File: src/rtl/mdio_pkg.sv
// mdio_pkg: shared MDIO frame constants and FSM state type; MDIO_PREAMBLE_EN selects the 64-bit frame with preamble
package mdio_pkg;
    localparam logic [1:0] ST_CODE   = 2'b01;
    localparam logic [1:0] OP_RD     = 2'b10;
    localparam logic [1:0] OP_WR     = 2'b01;
    localparam logic [1:0] TA_WR     = 2'b10;
    localparam logic [5:0] PRE_LAST  = 6'd31;
    localparam logic [5:0] HDR_LAST  = 6'd13;
    localparam logic [5:0] TA_LAST   = 6'd1;
    localparam logic [5:0] DATA_LAST = 6'd15;
`ifdef MDIO_PREAMBLE_EN
    localparam int NBITS = 64;
`else
    localparam int NBITS = 32;
`endif
    typedef enum logic [2:0] {S_IDLE, S_PRE, S_HDR, S_TA, S_DATA} state_t;
endpackage

File: src/rtl/mdio_if.sv
// mdio_if: register-side request/response bus of the MDIO master
interface mdio_if;
    logic        mdio_valid;
    logic        mdio_write;
    logic        mdio_ready;
    logic [4:0]  mdio_addr;
    logic [15:0] mdio_wdata;
    logic [15:0] mdio_rdata;
    modport master(output mdio_valid, mdio_write, mdio_addr, mdio_wdata, input mdio_ready, mdio_rdata);
    modport slave(input mdio_valid, mdio_write, mdio_addr, mdio_wdata, output mdio_ready, mdio_rdata);
endinterface

File: src/rtl/mdio_clk_gen.sv
// mdio_clk_gen: MDC generator with pre-edge rise/fall strobes, held low while disabled
module mdio_clk_gen #(
    parameter int CLK_DIV = 50
) (
    input  logic clk,
    input  logic rst,
    input  logic en,
    output logic mdc,
    output logic rise,
    output logic fall
);
    logic [7:0] cnt;
    logic       wrap;
    assign wrap = en && cnt == 8'(CLK_DIV - 1);
    assign rise = wrap && !mdc;
    assign fall = wrap && mdc;
    // half-period counter; MDC toggles each time it wraps
    always_ff @(posedge clk) begin
        if (rst || !en) begin
            cnt <= 8'd0;
            mdc <= 1'b0;
        end else if (wrap) begin
            cnt <= 8'd0;
            mdc <= ~mdc;
        end else begin
            cnt <= cnt + 8'd1;
        end
    end
endmodule

File: src/rtl/mdio_master.sv
// mdio_master: Clause-22 MDIO master; MDIO_PREAMBLE_EN adds the 32-bit all-ones preamble
module mdio_master
    import mdio_pkg::*;
#(
    parameter logic [4:0] PHY_ADDR = 5'd0,
    parameter int         CLK_DIV  = 50
) (
    input  logic clk,
    input  logic rst,
    mdio_if.slave bus,
    output logic mdio_phy_c,
    output logic mdio_phy_o,
    output logic mdio_phy_t,
    input  logic mdio_phy_i
);
    state_t      state, state_n;
    logic [5:0]  bit_cnt, cnt_n;
    logic [31:0] sr, sr_n, frame;
    logic [15:0] rd_sr, rd_n, rdata, rdata_n;
    logic        wr, wr_n, o_n, t_n, accept, last, rise, fall;

    mdio_clk_gen #(.CLK_DIV(CLK_DIV)) u_clk_gen (
        .clk(clk),
        .rst(rst),
        .en(state != S_IDLE),
        .mdc(mdio_phy_c),
        .rise(rise),
        .fall(fall)
    );

    assign bus.mdio_ready = state == S_IDLE;
    assign bus.mdio_rdata = rdata;
    assign accept = state == S_IDLE && bus.mdio_valid;
    assign frame  = {ST_CODE, bus.mdio_write ? OP_WR : OP_RD, PHY_ADDR, bus.mdio_addr, TA_WR,
                     bus.mdio_write ? bus.mdio_wdata : 16'h0000};
    assign last   = bit_cnt == (state == S_PRE ? PRE_LAST : state == S_HDR ? HDR_LAST :
                                state == S_TA ? TA_LAST : DATA_LAST);

    // next-state: bit boundaries happen on MDC fall, read samples on MDC rise
    always_comb begin
        state_n = state;
        cnt_n   = bit_cnt;
        sr_n    = sr;
        wr_n    = wr;
        rd_n    = rd_sr;
        o_n     = mdio_phy_o;
        t_n     = mdio_phy_t;
        rdata_n = rdata;
        if (accept) begin
            wr_n  = bus.mdio_write;
            sr_n  = frame;
            cnt_n = 6'd0;
            t_n   = 1'b0;
`ifdef MDIO_PREAMBLE_EN
            state_n = S_PRE;
            o_n     = 1'b1;
`else
            state_n = S_HDR;
            o_n     = frame[31];
`endif
        end
        if (rise && state == S_DATA)
            rd_n = {rd_sr[14:0], mdio_phy_i};
        if (fall) begin
            cnt_n = last ? 6'd0 : bit_cnt + 6'd1;
            sr_n  = state == S_PRE ? sr : {sr[30:0], 1'b0};
            o_n   = state == S_PRE ? (last ? sr[31] : 1'b1) : sr[30];
            if (last) begin
                state_n = state == S_PRE ? S_HDR : state == S_HDR ? S_TA : state == S_TA ? S_DATA : S_IDLE;
                if (state == S_HDR)
                    t_n = !wr;
                if (state == S_DATA) begin
                    o_n     = 1'b1;
                    t_n     = 1'b1;
                    rdata_n = wr ? rdata : rd_sr;
                end
            end
        end
    end

    // state and datapath registers; reset aborts any frame in flight
    always_ff @(posedge clk) begin
        if (rst) begin
            state      <= S_IDLE;
            bit_cnt    <= 6'd0;
            sr         <= 32'h0;
            wr         <= 1'b0;
            rd_sr      <= 16'h0;
            mdio_phy_o <= 1'b1;
            mdio_phy_t <= 1'b1;
            rdata      <= 16'h0;
        end else begin
            state      <= state_n;
            bit_cnt    <= cnt_n;
            sr         <= sr_n;
            wr         <= wr_n;
            rd_sr      <= rd_n;
            mdio_phy_o <= o_n;
            mdio_phy_t <= t_n;
            rdata      <= rdata_n;
        end
    end
endmodule

File: src/flat_wrapper.sv
// flat-port wrapper written by rule: the top's interface ports become plain ports
module mdio_master_flat import mdio_pkg::*;
#(
    parameter logic [4:0] PHY_ADDR = 5'd0,
    parameter int         CLK_DIV  = 50
)
  (clk, rst, mdio_phy_c, mdio_phy_o, mdio_phy_t, mdio_phy_i, bus_mdio_valid, bus_mdio_write, bus_mdio_addr, bus_mdio_wdata, bus_mdio_ready, bus_mdio_rdata);
  mdio_if bus_i ();
  input  logic clk;
  input  logic rst;
  output logic mdio_phy_c;
  output logic mdio_phy_o;
  output logic mdio_phy_t;
  input  logic mdio_phy_i;
  input wire logic [$bits(bus_i.mdio_valid)-1:0] bus_mdio_valid;
  input wire logic [$bits(bus_i.mdio_write)-1:0] bus_mdio_write;
  input wire logic [$bits(bus_i.mdio_addr)-1:0] bus_mdio_addr;
  input wire logic [$bits(bus_i.mdio_wdata)-1:0] bus_mdio_wdata;
  output wire logic [$bits(bus_i.mdio_ready)-1:0] bus_mdio_ready;
  output wire logic [$bits(bus_i.mdio_rdata)-1:0] bus_mdio_rdata;
  assign bus_i.mdio_valid = bus_mdio_valid;
  assign bus_i.mdio_write = bus_mdio_write;
  assign bus_i.mdio_addr = bus_mdio_addr;
  assign bus_i.mdio_wdata = bus_mdio_wdata;
  assign bus_mdio_ready = bus_i.mdio_ready;
  assign bus_mdio_rdata = bus_i.mdio_rdata;
  mdio_master #(.PHY_ADDR(PHY_ADDR), .CLK_DIV(CLK_DIV)) u_core (.clk(clk), .rst(rst), .bus(bus_i), .mdio_phy_c(mdio_phy_c), .mdio_phy_o(mdio_phy_o), .mdio_phy_t(mdio_phy_t), .mdio_phy_i(mdio_phy_i));
endmodule
File: config.mk
export PLATFORM = sky130hd
export DESIGN_NAME = mdio_master_flat
export DESIGN_NICKNAME = d
export VERILOG_FILES = /design/src/rtl/mdio_pkg.sv /design/src/rtl/mdio_if.sv /design/src/rtl/mdio_clk_gen.sv /design/src/rtl/mdio_master.sv /design/src/flat_wrapper.sv
export SDC_FILE = /design/constraint.sdc
export NUM_CORES = 1
export LEC_CHECK = 0
export ABC_AREA = 1
export CORE_MARGIN = 3
export CORE_UTILIZATION = 40
export CTS_BUF_LIST = sky130_fd_sc_hd__clkbuf_2 sky130_fd_sc_hd__clkbuf_4 sky130_fd_sc_hd__clkbuf_8
export CTS_CLUSTER_DIAMETER = 120
export DETAILED_ROUTE_END_ITERATION = 6
export GPL_ROUTABILITY_DRIVEN = 0
export PLACE_DENSITY = 0.59
export SLEW_MARGIN = 15
export SYNTH_ARGS = -nofsm -noshare
export SYNTH_HDL_FRONTEND = slang
export SYNTH_SLANG_ARGS = --single-unit
File: constraint.sdc
create_clock -name clk -period 3.48 [get_ports clk]
set_clock_uncertainty 0.2 [all_clocks]
set_input_delay 0.348 -clock clk [delete_from_list [all_inputs] [get_ports clk]]
set_output_delay 0.348 -clock clk [all_outputs]
set_load 0.05 [all_outputs]
# Yosys cells after proc, flatten, opt, wreduce, memory -nomap -nowiden
# Index checks and enable logic that the tools add are counted.
# classes
add_sub_neg	2
n_mul	0
div_mod_pow	0
order_cmp	0
eq_ne	7
shifts	0
muxes	28
bitwise_logic	2
reduce_logical	15
# op_table
op	count
$mux 32	3
$mux 6	5
$mux 3	6
$mux 16	1
$mux 1	11
$add 8x1->8 const B	1
$eq 8x6->1 const B	1
$add 6x1->6 const B	1
$eq 3x2->1 const B	2
$eq 6x6->1	1
$logic_and 1x1->1	5
$mux 4	1
$reduce_and 4->1	1
$eq 3x1->1 const B	1
$eq 3x3->1 const B	1
$logic_not 1->1	3
$logic_not 3->1	1
$reduce_bool 3->1	1
$mux 2	1
$ne 2x2->1 const B	1
$not 1->1	2
$reduce_and 2->1	1
$reduce_bool 2->1	1
$reduce_or 2->1	1
$logic_or 1x1->1	1
# word_totals
reg_bits	85
latchBits	0
ram_bits	0
romBits	0
input_bits	26
out_inout_bits	20
wordCells	64
n_memories	0

# Logic depth before layout (Yosys ltp)
# Gate-level depths: netlist of the first run.
# logic_depth
word_depth	10
depth_mapped	12

# Modules after synthesis
# From an unflattened synthesis of the first run, not the netlist that was laid out.
# hier_totals
hier_cells	518
area_unflattened_um2	3931.3
# by_module_without_submodules
module	n_inst	cells_per_inst	area_per_inst_um2	seq_area_each_um2
mdio_master	1	443	3449.6	1521.5
mdio_clk_gen	1	75	481.7	180.2

# Worst setup path after synthesis of the first run
# No wires, ideal clock.
# synth_path
kind	register to register
startpoint	register u_core.state[1]
endpoint	register u_core.sr[21]
setup_ns	0.113
t_arrival_ns	1.649
path_slack_ns	1.519
stages_incl_launch_ff	10
n_path_buf	1
synth_period_minus_slack_ns	1.961
path_cell_list	dfxtp_1 > nor2_4 > nand2_2 > inv_1 > nand2_1 > nand2_2 > nand2_2 > buf_2 > nor2_1 > nor2_1
# synth_between
elab_cells_between_ends	10
classes_between	2 x eq/ne; 1 x mux; 7 x reduce/logical
# synth_rtl
item	line_no	source
start, declared	mdio_master.sv:16	state_t state, state_n;
start signal, assigned	mdio_master.sv:93	state <= state_n;
$logic_not 3->1	--	
named net bus_mdio_ready	flat_wrapper.sv:19	output wire logic [$bits(bus_i.mdio_ready)-1:0] bus_mdio_ready;
$logic_and 1x1->1	mdio_master.sv:33	assign accept = state == S_IDLE && bus.mdio_valid;
$reduce_bool 2->1 (no line)	--	
$reduce_and 2->1 (no line)	--	
end signal, assigned	mdio_master.sv:95	sr <= sr_n;
end, declared	mdio_master.sv:18	logic [31:0] sr, sr_n, frame;
# The timed path passes the listed nets, and every way through them passes these cells.
# A chain may end at the register's enable or synchronous reset.

# Worst setup path in the final report of the first run
# layout_path
startpoint	register u_core.u_clk_gen.cnt[0]
endpoint	register u_core.sr[5]
# layout_between
elab_chain_cells	5
elab_cells_between_ends	7
classes_between	2 x eq/ne; 1 x mux; 4 x reduce/logical
# layout_rtl
item	line_no	source
start, declared	mdio_clk_gen.sv:12	logic [7:0] cnt;
start signal, assigned	mdio_clk_gen.sv:26	cnt <= cnt + 8'd1;
$eq 8x6->1 (*)	mdio_clk_gen.sv:14	assign wrap = en && cnt == 8'(CLK_DIV - 1);
$logic_and 1x1->1 (*)	mdio_clk_gen.sv:14	
$logic_and 1x1->1 (*)	mdio_clk_gen.sv:16	assign fall = wrap && mdc;
$ne 2x2->1 (no line) or $reduce_bool 2->1 (tied branches)	--	
$reduce_and 2->1 (no line)	--	
# Mark *: on every way between the ends. The rest lies on a longest branch, timed or not.

==> impl_metrics.env, run 1 <==
export IMPL_first_iter_violations=147
export IMPL_antenna_found_initial=0
export IMPL_n_fill_cell=940
export IMPL_area_growth_pct=18.2
export IMPL_clock_latency_ps=360
export IMPL_htree_levels=3
export IMPL_fin_util=0.491
export IMPL_crit_path_start="u_core.u_clk_gen.cnt[0]"
export IMPL_holdBufCountCts=0
export IMPL_grt_max_degree=64
export IMPL_syn_avg_cell_area_sq_um=6.87
export IMPL_clk_pin_slew_worst_paths_ps=80
export IMPL_dpl_instance_area_sq_um=4380
export IMPL_io_pins=46
export IMPL_drc=0
export IMPL_netlist_area_sq_um=3880
export IMPL_crit_fanout=29
export IMPL_hold_path_class="flop to flop"
export IMPL_cts_root_buf="clkbuf_8"
export IMPL_rsz0062_at_grt="false"
export IMPL_rr_startpoint="u_core.u_clk_gen.cnt[0]"
export IMPL_yosys_warnings=0
export IMPL_cap_violations=0
export IMPL_ys_types=27
export IMPL_n_antenna_cell=0
export IMPL_clockBufferDepth=2
export IMPL_dieArea_sq_um=10900
export IMPL_max_slew_margin=0.348
export IMPL_fin_crit_ps=2520
export IMPL_grt_pass1_wl_um=13600
export IMPL_tns_ps=0
export IMPL_path_class="flop to flop"
export IMPL_start_util=0.416
export IMPL_worst_slew_pin_slew_ps=976
export IMPL_async_reset_ff_frac=0
export IMPL_vias=3378
export IMPL_ys_flop_type="dfxtp_1"
export IMPL_ys_seq_area_frac=0.439
export IMPL_numPortBuffers=45
export IMPL_overflow=0
export IMPL_route_detailed_wl_per_inst_um=10.9
export IMPL_drt_pass1_iter_count=4
export IMPL_ctsResizeCount=0
export IMPL_viasPerCell=4.61
export IMPL_cts_tree="built"
export IMPL_routed_wl_um=7970
export IMPL_place_hpwl_um=5400
export IMPL_status="finished clean"
export IMPL_yosys_top_cells_area="dfxtp_1, nand2_1, nor2_1"
export IMPL_track_usage=0.150
export IMPL_syn_inst=564
export IMPL_cts_buffers=9
export IMPL_final_nets=627
export IMPL_drive_above_1_share=0.0663
export IMPL_hold_viol=0
export IMPL_fmax_mhz=397
export IMPL_setup_viol=0
export IMPL_die_x_um=104
export IMPL_slew_violations=0
export IMPL_timing_rr_end="u_core.sr[5]"
export IMPL_synth_seq_cells=85
export IMPL_clock_sinks=85
export IMPL_critPathCaptureType="flop"
export IMPL_rows=35
export IMPL_required_ps=3560
export IMPL_synth_largest_area_cell="dfxtp_1"
export IMPL_yosysTopAreaCellShare=0.439
export IMPL_synth_nets=593
export IMPL_fin_area_sq_um=4580
export IMPL_r2r_setup_slack_ps=960
export IMPL_cp_data_arrival_time_ps=2600
export IMPL_leakage_uw=0.00191
export IMPL_endpoint="u_core.sr[5]"
export IMPL_critPathLaunchType="flop"
export IMPL_ant_nets=0
export IMPL_r2r_cells=10
export IMPL_post_cts_repair_setup_buffers=0
export IMPL_die_height_um=104
export IMPL_ir_worst_vdd_v=0.000172
export IMPL_pwr_density_cell_nw_per_um2=415
export IMPL_synth_enable_flop_cells=0
export IMPL_min_period_over_period=0.724
export IMPL_core_sq_um=9330
export IMPL_grt_pass1_vias=3094
==> how the worst min path moves through the flow <==
stage | depth (start not counted) | to | slack [ps] | startpoint
2_1_floorplan | 1 | u_core.sr[16] | 220 | rst
3_3_place_gp | 2 | u_core.sr[17] | 250 | u_core.sr[17]
3_5_place_dp | 2 | u_core.sr[17] | 250 | u_core.sr[17]
4_1_cts | 2 | u_core.sr[17] | 260 | u_core.sr[17]
5_1_grt | 2 | u_core.sr[16] | 280 | u_core.sr[16]
6_report | 2 | u_core.sr[17] | 260 | u_core.sr[17]
==> Yosys cell counts, types with 3 or more instances <==
library cell and count:
nand3_1 45, buf_2 6, ha_1 3, nand2_2 7, nor2_2 3, nand2_1 128
inv_1 62, a21oi_1 37, dfxtp_1 85, nor2_1 103, o21ai_0 43, buf_6 5
nand4_1 3, xor2_1 5, clkbuf_1 11, nor2_4 3
==> cell type report <==
type / instances / area, sq um / share of cell area
flip-flops and latches: 85 / 1700 / 0.371
multi-input cells: 388 / 1780 / 0.387
well taps: 129 / 161 / 0.0352
clock buffers: 10 / 131 / 0.0287
inverters: 65 / 249 / 0.0543
clock inverters: 6 / 71.3 / 0.0156
repair buffers: 49 / 493 / 0.108
==> logic make-up after synthesis <==
| kind of cell | count (synthesis) | synth area share |
|---|---|---|
| and+or+nand+nor | 299 | 0.332 |
| buffers and inverters | 91 | 0.103 |
| DFF | 85 | 0.439 |
| AOI/OAI and AO/OA | 81 | 0.105 |
| xor gates and xnor gates | 5 | 0.0113 |
| adders and majority gates | 3 | 0.00968 |
==> placed cells by master (no fill, tap or decap), types with 3 or more instances in the layout <==
master           instances
xor2_1                   5
o21ai_0                 43
nand2_1                128
nor2_4                   3
dfxtp_1                 85
clkbuf_8                 9
clkinv_4                 3
inv_1                   62
buf_4                    3
nor2_1                 103
nand2_2                  7
nor2_2                   3
clkdlybuf4s50_1         45
nand3_1                 45
a21oi_1                 37
ha_1                     3
nand4_1                  3
==> state kept, by name (all words and copies together) (netlist names) <==
signal                 flops
u_core.wr                  1
u_core.u_clk_gen.cnt       8
u_core.sr                 32
u_core.bus.mdio_rdata     16
u_core.u_clk_gen.mdc       1
u_core.state               3
u_core.rd_sr              16
u_core.mdio_phy_t          1
u_core.mdio_phy_o          1
u_core.bit_cnt             6
==> power by group <==
part	internal (uW)	switching (uW)	leakage, uW
registers	1000	12.7	0.000691
logic	76.4	108	0.00112
clock network	345	360	0.0000965
==> routing by layer <==
metal  share of wire  up-vias  GRT usage
met5               0        -          0
met4           0.016        0     0.0636
met3           0.033        9     0.0323
met2            0.46       42      0.241
met1            0.49     1504      0.194
li1                -     1823          -
==> critical path, stage by stage (launching register included) <==
cell,delay (ps)
dfxtp_1,390
ha_1,160
nand2_1,80
nor2_4,150
nand3_2,370
nand2_2,230
nand2_2,340
buf_12,300
nand2_1,60
nand2_1,40
nor2_1,120
==> through the flow <==
stage	setup slack, ps	total power, uW	instances	hold WS (ps)
detailed placement	970	1220	716	249
global placement	1040	1220	716	246
CTS	937	1930	732	262
global route	695	2000	732	281
finish	960	1900	732	257
floorplan	1520	1160	564	217
Power figures use the tool's default switching activity.
==> run 2, diff against run 1 <==
Settings changed: PLACE_DENSITY 0.59 to 0.62.
Clock period 3.48 ns to 2.31 ns, I/O delays scaled along.
==> run 2 against run 1 <==
Against the previous run: largest cell class unchanged; sequential cell count is the same; die area stayed put; combinational power grew 51%; global-route usage fell by 0.47 points; power up 51%; routed wire length is 3.0% lower; critical path type is now flop to output port; final cell count increased by 0.41%; sequential share of layout area shrank 0.24 points; via count up 0.27%; critical endpoint is now bus_mdio_ready; count of clock-buffer cells in the layout grew 2.
==> impl_metrics.env, run 2 (synthesis gave the netlist of run 1 again) <==
export IMPL_clock_latency_ps=350
export IMPL_largest_reg_flops=32
export IMPL_htree_levels=3
export IMPL_dieArea_sq_um=10900
export IMPL_n_antenna_cell=0
export IMPL_required_ps=1880
export IMPL_routed_wl_um=7730
export IMPL_rows=35
export IMPL_grt_pass1_wl_um=13200
export IMPL_area_growth_pct=19.0
export IMPL_final_common_cell="nand2_1"
export IMPL_vias=3387
export IMPL_hold_slack_ps=256
export IMPL_cts_root_buf="clkbuf_8"
export IMPL_ant_nets=0
export IMPL_first_iter_violations=95
export IMPL_final_cell_mix="nand2_1, nor2_1, dfxtp_1"
export IMPL_holdBufCountCts=0
export IMPL_worst_slew_pin_slew_ps=670
export IMPL_clk_pin_slew_worst_paths_ps=70
export IMPL_fin_crit_ps=2050
export IMPL_die_height_um=104
export IMPL_viasPerCell=4.61
export IMPL_fmax_mhz=489
export IMPL_r2r_setup_slack_ps=330
export IMPL_drc=0
export IMPL_ctsResizeCount=1
export IMPL_place_hpwl_um=5330
export IMPL_fin_util=0.495
export IMPL_cap_violations=0
export IMPL_grt_pass1_vias=2979
export IMPL_drive_above_1_share=0.0710
export IMPL_max_slew_margin=0.552
export IMPL_die_x_um=104
export IMPL_slew_violations=0
export IMPL_overflow=0
export IMPL_leakage_uw=0.00193
export IMPL_drt_pass1_iter_count=4
export IMPL_antenna_found_initial=0
export IMPL_clockBufferDepth=2
export IMPL_largest_register="u_core.sr"
export IMPL_comb_power_share=0.097
export IMPL_hold_viol=0
export IMPL_pwr_density_cell_nw_per_um2=623
export IMPL_start_util=0.416
export IMPL_min_period_over_period=0.885
export IMPL_route_detailed_wl_per_inst_um=10.5
export IMPL_cts_tree="built"
export IMPL_cts_buffers=9
export IMPL_critPathCaptureType="output port"
export IMPL_p_sw_frac=0.238
export IMPL_fin_ws_ps=265
export IMPL_grt_max_degree=53
export IMPL_setup_viol=0
export IMPL_cp_data_arrival_time_ps=1610
export IMPL_track_usage=0.145
export IMPL_pwr_share_seq=0.532
export IMPL_ir_worst_vdd_v=0.000308
export IMPL_rsz0062_at_grt="false"
export IMPL_critPathLaunchType="flop"
export IMPL_path_class="flop to output port"
export IMPL_p_int_uw=2190
export IMPL_final_nets=631
export IMPL_crit_fanout=7
export IMPL_hold_path_class="flop to flop"
export IMPL_clockPowerShare=0.372
export IMPL_tns_ps=0
export IMPL_status="finished clean"
export IMPL_core_sq_um=9330
export IMPL_io_pins=46
export IMPL_pre_cts_slack_ps=339
export IMPL_p_sw_uw=683
export IMPL_post_cts_repair_setup_buffers=0
export IMPL_clock_sinks=85
export IMPL_numPortBuffers=45
run 2: power groups by stage:
stage | logic [uW] | registers [uW] | clock network [uW]
after floorplan | 183 | 1570 | 0
after global placement | 278 | 1560 | 0
after detailed placement | 281 | 1560 | 0
after CTS | 281 | 1530 | 1110
after global routing | 318 | 1530 | 1180
final | 278 | 1530 | 1070
run 2: layout make-up:
type                       count  area [sq um]
clock inverter                 3          45.0
fill                         950          4710
sequential                    85          1700
inverter                      65           249
multi-input combinational    388          1780
timing repair buffer          53           522
clock buffer                  12           159
tap                          129           161
run 2: per-stage QoR:
stage                     total power [uW]  cells  cell area, sq um
final                                 2870    735              4610
after global routing                  3030    735              4610
after CTS                             2920    735              4610
after detailed placement              1840    720              4410
after global placement                1840    720              4410
after floorplan                       1750    564              3880
run 2: final timing paths:
check	depth (start not counted)	from	end
worst max-delay path	4	u_core.state[1]	bus_mdio_ready
worst min-delay path	2	u_core.rd_sr[15]	u_core.rd_sr[15]
worst max register to register	11	u_core.u_clk_gen.cnt[1]	u_core.sr[29]
worst min register to register	2	u_core.rd_sr[15]	u_core.rd_sr[15]
run 2: critical path, cell delays in order (launching register included):
cell	delay (ps)
dfxtp_1	390
nor2_4	160
nand2_2	100
inv_1	90
dlygate4sd2_1	530
run 2: metal layers:
metal  up-vias  track usage  wire, um
li1       1834            -         -
met1      1497        0.191      3970
met2        47        0.232      3430
met3         9       0.0403       236
met4         0       0.0427        91
met5         -            0         0
